<file path="config.mk">
export PLATFORM = sky130hd
export DESIGN_NAME = step_conditioner
export DESIGN_NICKNAME = d
export VERILOG_FILES = /design/src/rtl/step_conditioner_pkg.sv /design/src/rtl/step_conditioner_debouncer.sv /design/src/rtl/step_conditioner.sv
export SDC_FILE = /design/constraint.sdc
export NUM_CORES = 1
export LEC_CHECK = 0
export CAP_MARGIN = 20
export CORE_UTILIZATION = 40
export CTS_CLUSTER_SIZE = 8
export DETAILED_ROUTE_END_ITERATION = 12
export PLACE_DENSITY_LB_ADDON = 0.08
export SLEW_MARGIN = 10
export SYNTH_ARGS = -nofsm -noshare
export SYNTH_HDL_FRONTEND = slang
export SYNTH_SLANG_ARGS = --single-unit
export TNS_END_PERCENT = 20
</file>
<file path="constraint.sdc">
create_clock -name clk -period 1.6 [get_ports clk]
set_input_delay 0.32 -clock clk [delete_from_list [all_inputs] [get_ports clk]]
set_output_delay 0.32 -clock clk [all_outputs]
set_load 0.01 [all_outputs]
</file>
<file path="src/rtl/step_conditioner_pkg.sv">
// Shared types and constants for the step conditioner.
// Debouncer state encoding and debounce lengths.
package cond_pkg;

  typedef enum logic [1:0] {
    IDLE_LOW,
    WAIT_HIGH,
    IDLE_HIGH,
    WAIT_LOW
  } deb_state_t;

  localparam int DEF_DEBOUNCE_CYCLES = 1_000_000;
  localparam int SIM_DEBOUNCE_CYCLES = 4;

endpackage

</file>
<file path="src/rtl/step_conditioner_debouncer.sv">
// Level debouncer with registered rising-edge pulse.
// A new level must hold DEBOUNCE_CYCLES cycles to be accepted.
module debouncer
  import cond_pkg::*;
#(
  parameter int DEBOUNCE_CYCLES = DEF_DEBOUNCE_CYCLES,
  parameter int CNT_W = $clog2(DEBOUNCE_CYCLES)
) (
  input  logic clk,
  input  logic reset,
  input  logic din,
  output logic level,
  output logic rise_pulse
);

  localparam logic [CNT_W-1:0] CNT_MAX =
    CNT_W'(DEBOUNCE_CYCLES - 1);
  localparam logic [CNT_W-1:0] CNT_ONE = CNT_W'(1);

  deb_state_t       state_q, state_d;
  logic [CNT_W-1:0] cnt_q, cnt_d;
  logic             pulse_q, pulse_d;

  // State, counter and pulse registers; reset wins over any transition.
  always_ff @(posedge clk) begin
    if (reset) begin
      state_q <= IDLE_LOW;
      cnt_q   <= '0;
      pulse_q <= 1'b0;
    end else begin
      state_q <= state_d;
      cnt_q   <= cnt_d;
      pulse_q <= pulse_d;
    end
  end

  // Qualification: any disagreeing sample drops back to the idle state.
  always_comb begin
    state_d = state_q;
    cnt_d   = cnt_q;
    pulse_d = 1'b0;
    case (state_q)
      IDLE_LOW: begin
        if (din) begin
          state_d = WAIT_HIGH;
          cnt_d   = CNT_ONE;
        end
      end
      WAIT_HIGH: begin
        if (!din) begin
          state_d = IDLE_LOW;
          cnt_d   = '0;
        end else if (cnt_q == CNT_MAX) begin
          state_d = IDLE_HIGH;
          cnt_d   = '0;
          pulse_d = 1'b1;
        end else begin
          cnt_d = cnt_q + CNT_ONE;
        end
      end
      IDLE_HIGH: begin
        if (!din) begin
          state_d = WAIT_LOW;
          cnt_d   = CNT_ONE;
        end
      end
      WAIT_LOW: begin
        if (din) begin
          state_d = IDLE_HIGH;
          cnt_d   = '0;
        end else if (cnt_q == CNT_MAX) begin
          state_d = IDLE_LOW;
          cnt_d   = '0;
        end else begin
          cnt_d = cnt_q + CNT_ONE;
        end
      end
      default: begin
        state_d = IDLE_LOW;
        cnt_d   = '0;
      end
    endcase
  end

  assign level      = (state_q == IDLE_HIGH) ||
                      (state_q == WAIT_LOW);
  assign rise_pulse = pulse_q;

endmodule

</file>
<file path="src/rtl/step_conditioner.sv">
// Button/switch conditioner feeding the sequence detectors.
// Optional macro SW_DEBOUNCE_EN also debounces the switch.
module step_conditioner
  import cond_pkg::*;
#(
  parameter int DEBOUNCE_CYCLES = DEF_DEBOUNCE_CYCLES,
  localparam int CNT_W = $clog2(DEBOUNCE_CYCLES)
) (
  input  logic clk,
  input  logic reset,
  input  logic btn,
  input  logic sw,
  output logic step,
  output logic w,
  output logic btn_level
);

  logic btn_m, btn_s;
  logic sw_m, sw_s;

  // Two-flop synchronizers: the only entry for the raw inputs.
  always_ff @(posedge clk) begin
    if (reset) begin
      btn_m <= 1'b0;
      btn_s <= 1'b0;
      sw_m  <= 1'b0;
      sw_s  <= 1'b0;
    end else begin
      btn_m <= btn;
      btn_s <= btn_m;
      sw_m  <= sw;
      sw_s  <= sw_m;
    end
  end

  debouncer #(
    .DEBOUNCE_CYCLES(DEBOUNCE_CYCLES),
    .CNT_W          (CNT_W)
  ) u_btn_deb (
    .clk       (clk),
    .reset     (reset),
    .din       (btn_s),
    .level     (btn_level),
    .rise_pulse(step)
  );

`ifdef SW_DEBOUNCE_EN
  debouncer #(
    .DEBOUNCE_CYCLES(DEBOUNCE_CYCLES),
    .CNT_W          (CNT_W)
  ) u_sw_deb (
    .clk       (clk),
    .reset     (reset),
    .din       (sw_s),
    .level     (w),
    .rise_pulse()
  );
`else
  logic w_q;

  // Register the synchronized switch so w and step both come from flops.
  always_ff @(posedge clk) begin
    if (reset) begin
      w_q <= 1'b0;
    end else begin
      w_q <= sw_s;
    end
  end

  assign w = w_q;
`endif

endmodule

</file>
* Word-level counts from Yosys, hierarchy flattened
Index checks and enable logic that the tools add are counted.
Word-level totals: memory bits (read-only) 0, logic and storage cells 38, bits of input ports 4, output and inout bits 3, flip-flop bits (word level) 28, latch bits 0, memories kept 0, memory bits (writable) 0
Operators by class: shift-type cells 0, add/subtract/negate cells 1, bitwise operators 2, multiply operators 0, $lt $le $gt $ge 0, reductions and logical operators 5, equal/unequal tests 8, divide/modulo/power cells 0, mux-type cells 14
Operators with widths (count):
- 20-bit 2-to-1 mux | 5
- 20-bit one-hot mux with 4 select lines | 1
- 20-bit by 1-bit adder with 20-bit output (second input constant) | 1
- 20-bit == test (second input constant) | 1
- 2-bit 2-to-1 mux | 6
- 2-bit one-hot mux with 4 select lines | 1
- 3-bit by 2-bit != test with 1-bit output (second input constant) | 2
- 2-bit == test (second input constant) | 2
- 2-bit != test (second input constant) | 2
- 4-bit AND reduction | 1
- 3-bit OR reduction | 1
- 2-bit by 1-bit == test with 1-bit output (second input constant) | 1
- 2-bit logical NOT | 1
- 1-bit NOT | 2
- 2-bit AND reduction | 1
- 1-bit logical OR | 1
- 1-bit 2-to-1 mux | 1

* Longest topological paths before layout
Gate-level depths: netlist of the first run.
word-level depth 4, depth in mapped cells 7, depth with buffers taken out 6

* Cells and area by module
From an unflattened synthesis of the first run, not the netlist that was laid out.
Second synthesis, totals: cells, all modules 150, area total of the unflattened synthesis 1325.0 sq um
By module, submodules not included:
- debouncer | instances 1, seq. area each 460.4 sq um, area each 1193.6 sq um, cells each 140
- step_conditioner | instances 1, seq. area each 100.1 sq um, area each 131.4 sq um, cells each 10

* Least setup slack after synthesis of the first run
Ideal clock, no wire load.
path type register -> register, from reg u_btn_deb.cnt_q[0], to reg u_btn_deb.cnt_q[14], buffers on the path 0, period minus slack after synthesis 1.688 ns, required time 1.483 ns, arrival 1.572 ns, library setup time 0.117 ns, setup slack -0.088 ns, cell stages (with the launch flop) 7, cell sequence dfxtp_1 ha_1 nand3_1 nor3_4 nand4_1 xnor2_1 a22o_1
On the way: cells in the longest elaborated chain, start to end 4, elaborated cells between the ends (all ways) 6, those cells by class 1 x add/sub; 1 x eq/ne; 4 x mux
Ends and longest elaborated chain:
- from (decl) | RTL line step_conditioner_debouncer.sv:21 | logic [CNT_W-1:0] cnt_q, cnt_d;
- from (signal assigned) | RTL line step_conditioner_debouncer.sv:32 | cnt_q <= cnt_d;
- 20-bit by 1-bit adder with 20-bit output or 20-bit == test (tied branches)
- 20-bit 2-to-1 mux * | RTL line step_conditioner_debouncer.sv:53, step_conditioner_debouncer.sv:71
- 20-bit 2-to-1 mux (on tied branches) | RTL line step_conditioner_debouncer.sv:68, step_conditioner_debouncer.sv:50
- 20-bit one-hot mux with 4 select lines * | RTL line step_conditioner_debouncer.sv:42 | case (state_q)
Every way passes the cells marked *; elsewhere a longest branch is shown, timed or not. A chain may end at the register's enable or synchronous reset.

* Worst setup path after layout of the first run
from reg u_btn_deb.cnt_q[0], to reg u_btn_deb.cnt_q[17]
Same word-level chain as after synthesis.

==> impl_metrics.toml, run 1 <==
[outcome]
status = "complete, no violations"

[sta]
fin_setup_tns_ns = 0
drv_slew = 0
setup_viol = 0
max_slew_margin_pct = 59.85
hold_viol_final = 0
finalCriticalPeriod_ns = 1.559
fin_hold_ws_ns = 0.4583
layout_setup_ws_ns = 0.04087
fin_crit_sh_pct = 97.45
max_freq_mhz = 641.4
rsz0062_at_grt = "true"
finClkSkew_ns = 0.008508
tightest_slew_ns = 0.5990

[finish]
utilization_pct = 57.12
layout-drive-gt1-share_pct = 37.43
design_area_mm2 = 0.001787
finish.net_count = 185
stdcell_count = 223
final_cell_mix = "33 x buf_4, 19 x dfxtp_1, 13 x nand2_1, 13 x a31oi_1, 9 x dfxtp_2"
n_antenna_cell = 0
synthToLayoutAreaGrowth_pct = 33.21
nFillCells = 291
layout_commonest_cell = "buf_4"

[worst_setup_path]
arrival_ns = 1.84
cp.required_ns = 1.89
cp-end-kind = "flip-flop"
crit_type = "reg -> reg"
critPathLaunchType = "flip-flop"
crit_fanout = 5

[detailed_routing]
wl_per_cell_um = 13.52
drt-initial-drc-count = 48
drt_pass1_iterations = 4
drt-total-wl_um = 3015
ant_nets = 0
drc_errors = 0
viasPerCell = 5.193
dr_total_vias = 1158

[yosys]
ys_seq_area_share_pct = 41.79
synthCells = 144
synth_simple_gate_area_share_pct = 31.06
synth_compound_area_share_pct = 15.30
synth_top_family_by_area = "simple AND/OR/NAND/NOR gates"
synthFlopType = "dfxtp_1"
yosysWarnings = 0
synthDistinctLibCells = 41
synth_xor_area_share_pct = 5.877
async_reset_ff_share_pct = 0
synth_edf_count = 0
yosys.area_share.adder_pct = 0.9328
synth_area_per_cell_um2 = 9.314
ys_ff_latch = 28
synth.net_count = 149
synth_mux_area_share_pct = 0.7463
synthesis.area_mm2 = 0.001341

[clocking]
cts_hold_buf = 0
cts_tree = "yes"
cts.sinks = 28
clkTransAtPathRegs_ns = 0.15
cts_root_buffer = "clkbuf_4"
cts_htree_levels = 1
clkLatencyLatePin_ns = 0.33
cts_buffers = 3
clockBufferDepth = 2

[place]
gp_congestion = 0.7805
placed_cells = 218
portBuffers = 6
dpl-instance-area_mm2 = 0.001655
placement.setup.worst_slack_ns = -0.2952
dp_hpwl_um = 2132

[global_route]
grt_pass1_vias = 1119
antenna_found_initial = 0
grt_overflow_total = 0
grt_pass1_wl_um = 5030
globalRouteTotalUtil_pct = 18.85
grt_max_degree = 16

[power_and_ir_drop]
totalPowerFinal_mw = 1.120
ir_drop_mv = 0.5661
power_density_mw_per_mm2 = 626.7
power_leakage_nw = 0.7267

[floorplan]
rows = 20
die-area_mm2 = 0.003589
initial_core_util_pct = 42.88
pin_count = 7
die_y_um = 59.91
die_x_um = 59.91
core_mm2 = 0.003128

[run]
drv_cap = 0

[worst_hold_path]
hp-class = "reg -> reg"
[flip-flops by register name, indices dropped and copies added, names as in the netlist, named ones only]
| signal | cells |
|---|---|
| u_btn_deb.state_q | 1 |
| btn_m | 1 |
| u_btn_deb.rise_pulse | 1 |
| u_btn_deb.cnt_q | 20 |
| sw_s | 1 |
| w | 1 |
| btn_s | 1 |
| sw_m | 1 |
[path summary, 6_finish.rpt]
path                                          from             endpoint  slack (ns)  cells after the start
worst max-delay path            u_btn_deb.cnt_q[0]  u_btn_deb.cnt_q[17]        0.04                      6
worst max register to register  u_btn_deb.cnt_q[0]  u_btn_deb.cnt_q[17]        0.04                      6
worst min register to register               btn_m                btn_s        0.46                      1
worst min-delay path                         btn_m                btn_s        0.46                      1
[kinds of logic (layout without fill, tap and decap cells)]
kind of cell             after synthesis  count (layout)
AO/OA/AOI/OAI                         29              29
XOR/XNOR                               9               9
adder cells (fa/ha/maj)                1               1
buffers and inverters                 10              45
flip-flops                            28              28
multiplexers                           1               1
AND/OR/NAND/NOR                       66              66
[critical path: stages (launching register included)]
cell and delay [ns]:
dfxtp_2 0.38, buf_4 0.12, and4_1 0.23, and3_4 0.25
nand3_2 0.09, or3b_1 0.37, nand3_1 0.08
[cell usage after synthesis (2+ instances only)]
cell type,n,area share (%)
and4_1,4,2.6
a31oi_1,13,6.1
nor3_4,2,2.4
nor2_1,7,2.0
and3_2,2,1.1
xor2_1,3,2.0
clkbuf_1,3,0.84
nand2b_1,3,1.4
a22o_1,7,4.6
nor3_1,2,0.75
nand3_1,7,2.6
nand4_1,6,2.8
a21oi_1,4,1.5
and3_1,2,0.93
buf_4,3,1.7
nand2_1,14,3.9
nor3b_1,2,1.1
nor2b_1,5,2.3
xnor2_1,6,3.9
dfxtp_1,28,42
[what timing repair did]
item / CTS / global route
endpoints found under the setup margin: 19 / 19
pin swaps: 1 / 4
buffers inserted: 1 / 0
gates resized for setup: 11 / 16
[routing by layer]
layer | vias to the layer above | GRT usage (%) | routed length [um]
met5 | - | 0 | 0
met4 | 0 | 3.987 | 21
met3 | 2 | 3.896 | 89
met2 | 12 | 32.22 | 1476
met1 | 539 | 24.37 | 1428
li1 | 605 | - | -
[where the power goes]
group | internal (mW) | switching (mW) | total, mW | leakage (nW)
Combinational | 0.0333 | 0.0306 | 0.0639 | 0.475
Clock | 0.139 | 0.207 | 0.347 | 0.0210
Sequential | 0.705 | 0.00383 | 0.709 | 0.231
[area by class of cell]
cell class / instances / area [um2] / share of cell area (%)
multi-input combinational: 106 / 798.3 / 44.68
clock buffer: 4 / 36.28 / 2.031
inverter: 1 / 3.754 / 0.2101
timing repair buffer: 40 / 321.6 / 18.00
tap: 44 / 55.05 / 3.081
sequential: 28 / 571.8 / 32.00
Note: power is estimated with default switching activity, not from simulation.
==> run 2, diff against run 1 <==
--- a/config.mk
+++ b/config.mk
@@ -5,10 +5,10 @@
 export SDC_FILE = /design/constraint.sdc
 export NUM_CORES = 1
 export LEC_CHECK = 0
-export CAP_MARGIN = 20
 export CORE_UTILIZATION = 40
 export CTS_CLUSTER_SIZE = 8
 export DETAILED_ROUTE_END_ITERATION = 12
+export DONT_BUFFER_PORTS = 1
 export PLACE_DENSITY_LB_ADDON = 0.08
 export SLEW_MARGIN = 10
 export SYNTH_ARGS = -nofsm -noshare
==> constraint.sdc (replaced) <==
create_clock -name clk -period 1.8 [get_ports clk]
set_input_delay 0.36 -clock clk [delete_from_list [all_inputs] [get_ports clk]]
set_output_delay 0.36 -clock clk [all_outputs]
set_load 0.01 [all_outputs]
==> run 2 against run 1 <==
  * Cell count is 14% lower
  * Global-route usage down 3.1 points
  * Via count shrank 8.0%
  * Wire length decreased by 13%
  * Clock power is 26% lower
  * Clock-buffer cell count decreased by 1
  * Combinational power down 53%
  * Setup slack improved by 0.10 ns
  * Sequential share of layout area increased by 6.9 points
  * Total power shrank 18%
  * Worst hold slack worse by 0.39 ns
  * Design area shrank 19%
  * Largest power group unchanged
==> impl_metrics.toml, run 2 (synthesis gave the netlist of run 1 again) <==
[outcome]
status = "complete, no violations"

[sta]
fin_crit_sh_pct = 92.18
fin_setup_tns_ns = 0
layout_setup_ws_ns = 0.1408
drv_slew = 0
rsz0062_at_grt = "false"
tightest_slew_ns = 0.3765
max_slew_margin_pct = 74.87
max_freq_mhz = 602.7
setup_viol = 0
finalCriticalPeriod_ns = 1.659
finClkSkew_ns = 0.003157
hold_viol_final = 0

[clocking]
cts_hold_buf = 0
clkTransAtPathRegs_ns = 0.14
cts_tree = "yes"
cts_htree_levels = 1
cts_buffers = 3
clockBufferDepth = 2
cts.sinks = 28
cts_root_buffer = "clkbuf_4"
clkLatencyLatePin_ns = 0.32

[run]
drv_cap = 0

[place]
placed_cells = 188
gp_congestion = 0.7516
portBuffers = 0
dp_hpwl_um = 1845
placement.setup.worst_slack_ns = 0.05593

[detailed_routing]
drt-initial-drc-count = 31
dr_wl_met2_um = 1119
topRoutingLayerUsed = "met4"
wl_met3_um = 99
dr_total_vias = 1065
drt_pass1_iterations = 4
wl_met1_um = 1345
drc_errors = 0
wl_per_cell_um = 13.58
ant_nets = 0
drt-total-wl_um = 2608
viasPerCell = 5.547

[finish]
synthToLayoutAreaGrowth_pct = 8.209
finish.net_count = 155
layout-drive-gt1-share_pct = 18.92
largest_reg_flops = 20
n_antenna_cell = 0
layout_commonest_cell = "dfxtp_1"
regMostFlops = "u_btn_deb.cnt_q"
stdcell_count = 192
final_cell_mix = "25 x dfxtp_1, 14 x nand2_1, 13 x a31oi_1, 10 x buf_4"
utilization_pct = 46.40

[worst_setup_path]
cp-end-kind = "flip-flop"
crit_fanout = 10
ff2ff_path_depth = 5
crit_type = "reg -> reg"
r2r_end = "u_btn_deb.cnt_q[6]"
ff2ff_setup_slack_ns = 0.14
cp.required_ns = 2.04
arrival_ns = 1.90
critPathLaunchType = "flip-flop"

[power_and_ir_drop]
ir_drop_mv = 0.2698
power_leakage_nw = 0.5335
power_density_mw_per_mm2 = 632.2

[floorplan]
die-area_mm2 = 0.003589
die_y_um = 59.91
pin_count = 7
initial_core_util_pct = 42.88
core_mm2 = 0.003128
die_x_um = 59.91
rows = 20

[global_route]
grt_max_degree = 16
grt_overflow_total = 0
antenna_found_initial = 0
grt_pass1_wl_um = 4202
grt_pass1_vias = 931
globalRouteTotalUtil_pct = 15.73

[worst_hold_path]
holdPathEnd = "u_btn_deb.cnt_q[1]"
hp-start = "reset"
hp-class = "in -> reg"
hold_depth = 1
[run 2: worst max-delay path by stage]
stage | endpoint | slack (ns) | from | depth (start not counted)
4_1_cts | u_btn_deb.cnt_q[18] | 0.03 | u_btn_deb.cnt_q[0] | 6
2_1_floorplan | u_btn_deb.cnt_q[14] | 0.11 | u_btn_deb.cnt_q[0] | 6
6_report | u_btn_deb.cnt_q[6] | 0.14 | flip-flop | 5
5_1_grt | u_btn_deb.cnt_q[6] | 0.009 | flip-flop | 5
3_5_place_dp | u_btn_deb.cnt_q[14] | 0.06 | u_btn_deb.cnt_q[0] | 6
3_3_place_gp | u_btn_deb.cnt_q[18] | 0.08 | u_btn_deb.cnt_q[0] | 6
[run 2: per-layer routing]
| metal | up-vias | global-route usage (%) |
|---|---|---|
| met5 | - | 0 |
| li1 | 540 | - |
| met4 | 0 | 6.977 |
| met2 | 25 | 23.81 |
| met1 | 495 | 22.13 |
| met3 | 5 | 2.165 |
[run 2: area by class of cell]
type	count	area [um2]
Fill cell	301	1677
Multi-Input combinational cell	106	730.7
Sequential cell	28	564.3
Timing Repair Buffer	10	75.07
Tap cell	44	55.05
Clock buffer	3	22.52
Inverter	1	3.754
[run 2: worst max-delay path: stages (launching register included)]
cell and delay, ns:
dfxtp_1 0.46, xor2_1 0.24, buf_4 0.20, or3_1 0.32, o21ai_0 0.15, a22o_1 0.19
[run 2: power breakdown]
part	total (mW)	internal (mW)	switching [mW]	leakage, nW
logic	0.0303	0.0139	0.0164	0.292
registers	0.632	0.627	0.00492	0.228
clock network	0.256	0.0786	0.177	0.0138
[run 2: metrics by stage]
stage          hold WS [ns]  instance area (um2)  power (mW)
2_1_floorplan        0.4138                 1341      0.6675
4_1_cts             0.07165                 1433      0.9240
3_5_place_dp         0.4307                 1410      0.6755
5_1_grt             0.05260                 1451      0.9552
3_3_place_gp         0.4258                 1410      0.6758
6_report            0.07319                 1451      0.9176
[run 2: repair_timing]
item | 4_1_cts | 5_1_grt
resized for setup | 0 | 6
setup buffers | 0 | 1
endpoints found under the setup margin | 0 | 16
==> run 3, diff against run 2 <==
--- a/config.mk
+++ b/config.mk
@@ -5,6 +5,7 @@
 export SDC_FILE = /design/constraint.sdc
 export NUM_CORES = 1
 export LEC_CHECK = 0
+export CORE_ASPECT_RATIO = 0.8
 export CORE_UTILIZATION = 40
 export CTS_CLUSTER_SIZE = 8
 export DETAILED_ROUTE_END_ITERATION = 12
==> run 3 against run 2 <==
  * Total power grew 15%
  * Global-route usage grew 2.3 points
  * Largest cell class unchanged
  * Flip-flop and latch count is the same
  * Clock-buffer cell count grew 1
  * Critical endpoint is now u_btn_deb.cnt_q[17]
==> impl_metrics.toml, run 3 (synthesis gave the netlist of run 1 again) <==
[outcome]
status = "complete, no violations"

[sta]
fin_hold_ws_ns = 0.1376
fin_setup_tns_ns = 0
tightest_slew_ns = 0.4012
hold_viol_final = 0
max_freq_mhz = 603.0
finClkSkew_ns = 0.004377
drv_slew = 0
setup_viol = 0
max_slew_margin_pct = 73.25
finalCriticalPeriod_ns = 1.658
fin_crit_sh_pct = 92.13
rsz0062_at_grt = "false"

[worst_setup_path]
critPathLaunchType = "flip-flop"
crit_type = "reg -> reg"
cp-end-kind = "flip-flop"
cp.required_ns = 2.02
arrival_ns = 1.88
crit_fanout = 9

[floorplan]
pin_count = 7
core_mm2 = 0.003131
initial_core_util_pct = 42.85
rows = 18
die-area_mm2 = 0.003590
die_y_um = 53.80
die_x_um = 66.74

[detailed_routing]
drt-initial-drc-count = 71
drt-total-wl_um = 2834
wl_per_cell_um = 14.76
dr_total_vias = 1075
drt_pass1_iterations = 4
viasPerCell = 5.599
drc_errors = 0
ant_nets = 0

[clocking]
cts_buffers = 3
cts_tree = "yes"
clkLatencyLatePin_ns = 0.28
clockBufferDepth = 2
cts_hold_buf = 0
cts.sinks = 28
cts_htree_levels = 1
post_cts_buffers = 0
post_cts_resized = 0
clkTransAtPathRegs_ns = 0.10
cts_root_buffer = "clkbuf_8"

[power_and_ir_drop]
power_leakage_nw = 0.5640
ir_drop_mv = 0.3696
power_density_mw_per_mm2 = 701.5
totalPowerFinal_mw = 1.056

[global_route]
globalRouteTotalUtil_pct = 18.07
grt_overflow_total = 0
grt_max_degree = 16
grt_pass1_vias = 988
grt_pass1_wl_um = 4761
antenna_found_initial = 0

[place]
dpl-instance-area_mm2 = 0.001435
portBuffers = 0
dp_hpwl_um = 1937
gp_congestion = 0.7699

[finish]
synthToLayoutAreaGrowth_pct = 12.22
final_cell_mix = "27 x dfxtp_1, 14 x nand2_1, 13 x a31oi_1, 13 x buf_4"
largest_reg_flops = 20
regMostFlops = "u_btn_deb.cnt_q"
layout-drive-gt1-share_pct = 19.74
design_area_mm2 = 0.001505
finish.net_count = 158
layout_commonest_cell = "dfxtp_1"
n_antenna_cell = 0
nFillCells = 298

[run]
drv_cap = 0

[worst_hold_path]
hp-class = "in -> reg"
-- run 3: cell types whose count changed in the layout (fill, tap and decap cells not counted), moves of 2 or more --
cell | before | now
buf_4 | 10 | 13
clkbuf_4 | 3 | 0
clkbuf_8 | 0 | 4
dfxtp_1 | 25 | 27
dfxtp_2 | 3 | 1
-- run 3: power by group --
part           total (mW)  switching, mW  internal (mW)
logic              0.0309         0.0186         0.0123
registers           0.631        0.00556          0.626
clock network       0.394          0.198          0.196
-- run 3: layout make-up --
cell class	count	area, um2	area share [%]
multi-input cells	106	737.0	48.96
inverters	1	3.754	0.2494
well taps	40	50.05	3.325
clock buffers	4	55.05	3.658
flip-flops and latches	28	561.8	37.32
repair buffers	13	97.59	6.484
-- run 3: worst max-delay path: stages (launching register included) --
cell and delay (ns):
dfxtp_1 0.42, and4_1 0.29, and3_2 0.33, nand3_2 0.10, or3b_1 0.38, nand3_1 0.09
-- run 3: routing by layer --
layer	up-vias	share of wire, %	GRT usage (%)
li1	549	-	-
met1	508	54	24.78
met2	14	42	27.78
met3	4	3.5	5.085
met4	0	0.78	4.965
met5	-	0	0
-- run 3: worst paths after layout --
kind / startpoint / to / slack [ns] / depth (start not counted)
hold reg to reg: btn_m / btn_s / 0.44 / 1
hold / removal: reset / u_btn_deb.cnt_q[0] / 0.14 / 1
setup / recovery: u_btn_deb.cnt_q[2] / u_btn_deb.cnt_q[17] / 0.14 / 5
setup reg to reg: u_btn_deb.cnt_q[2] / u_btn_deb.cnt_q[17] / 0.14 / 5
-- run 3: metrics by stage --
step                setup WS (ns)  std cells  utilization (%)
finish                     0.1416        192            48.08
global route             0.008201        192            48.08
CTS                      0.002678        192            47.60
detailed placement        0.02477        188            45.84
global placement          0.08735        188            45.84
floorplan                  0.1116        144                -
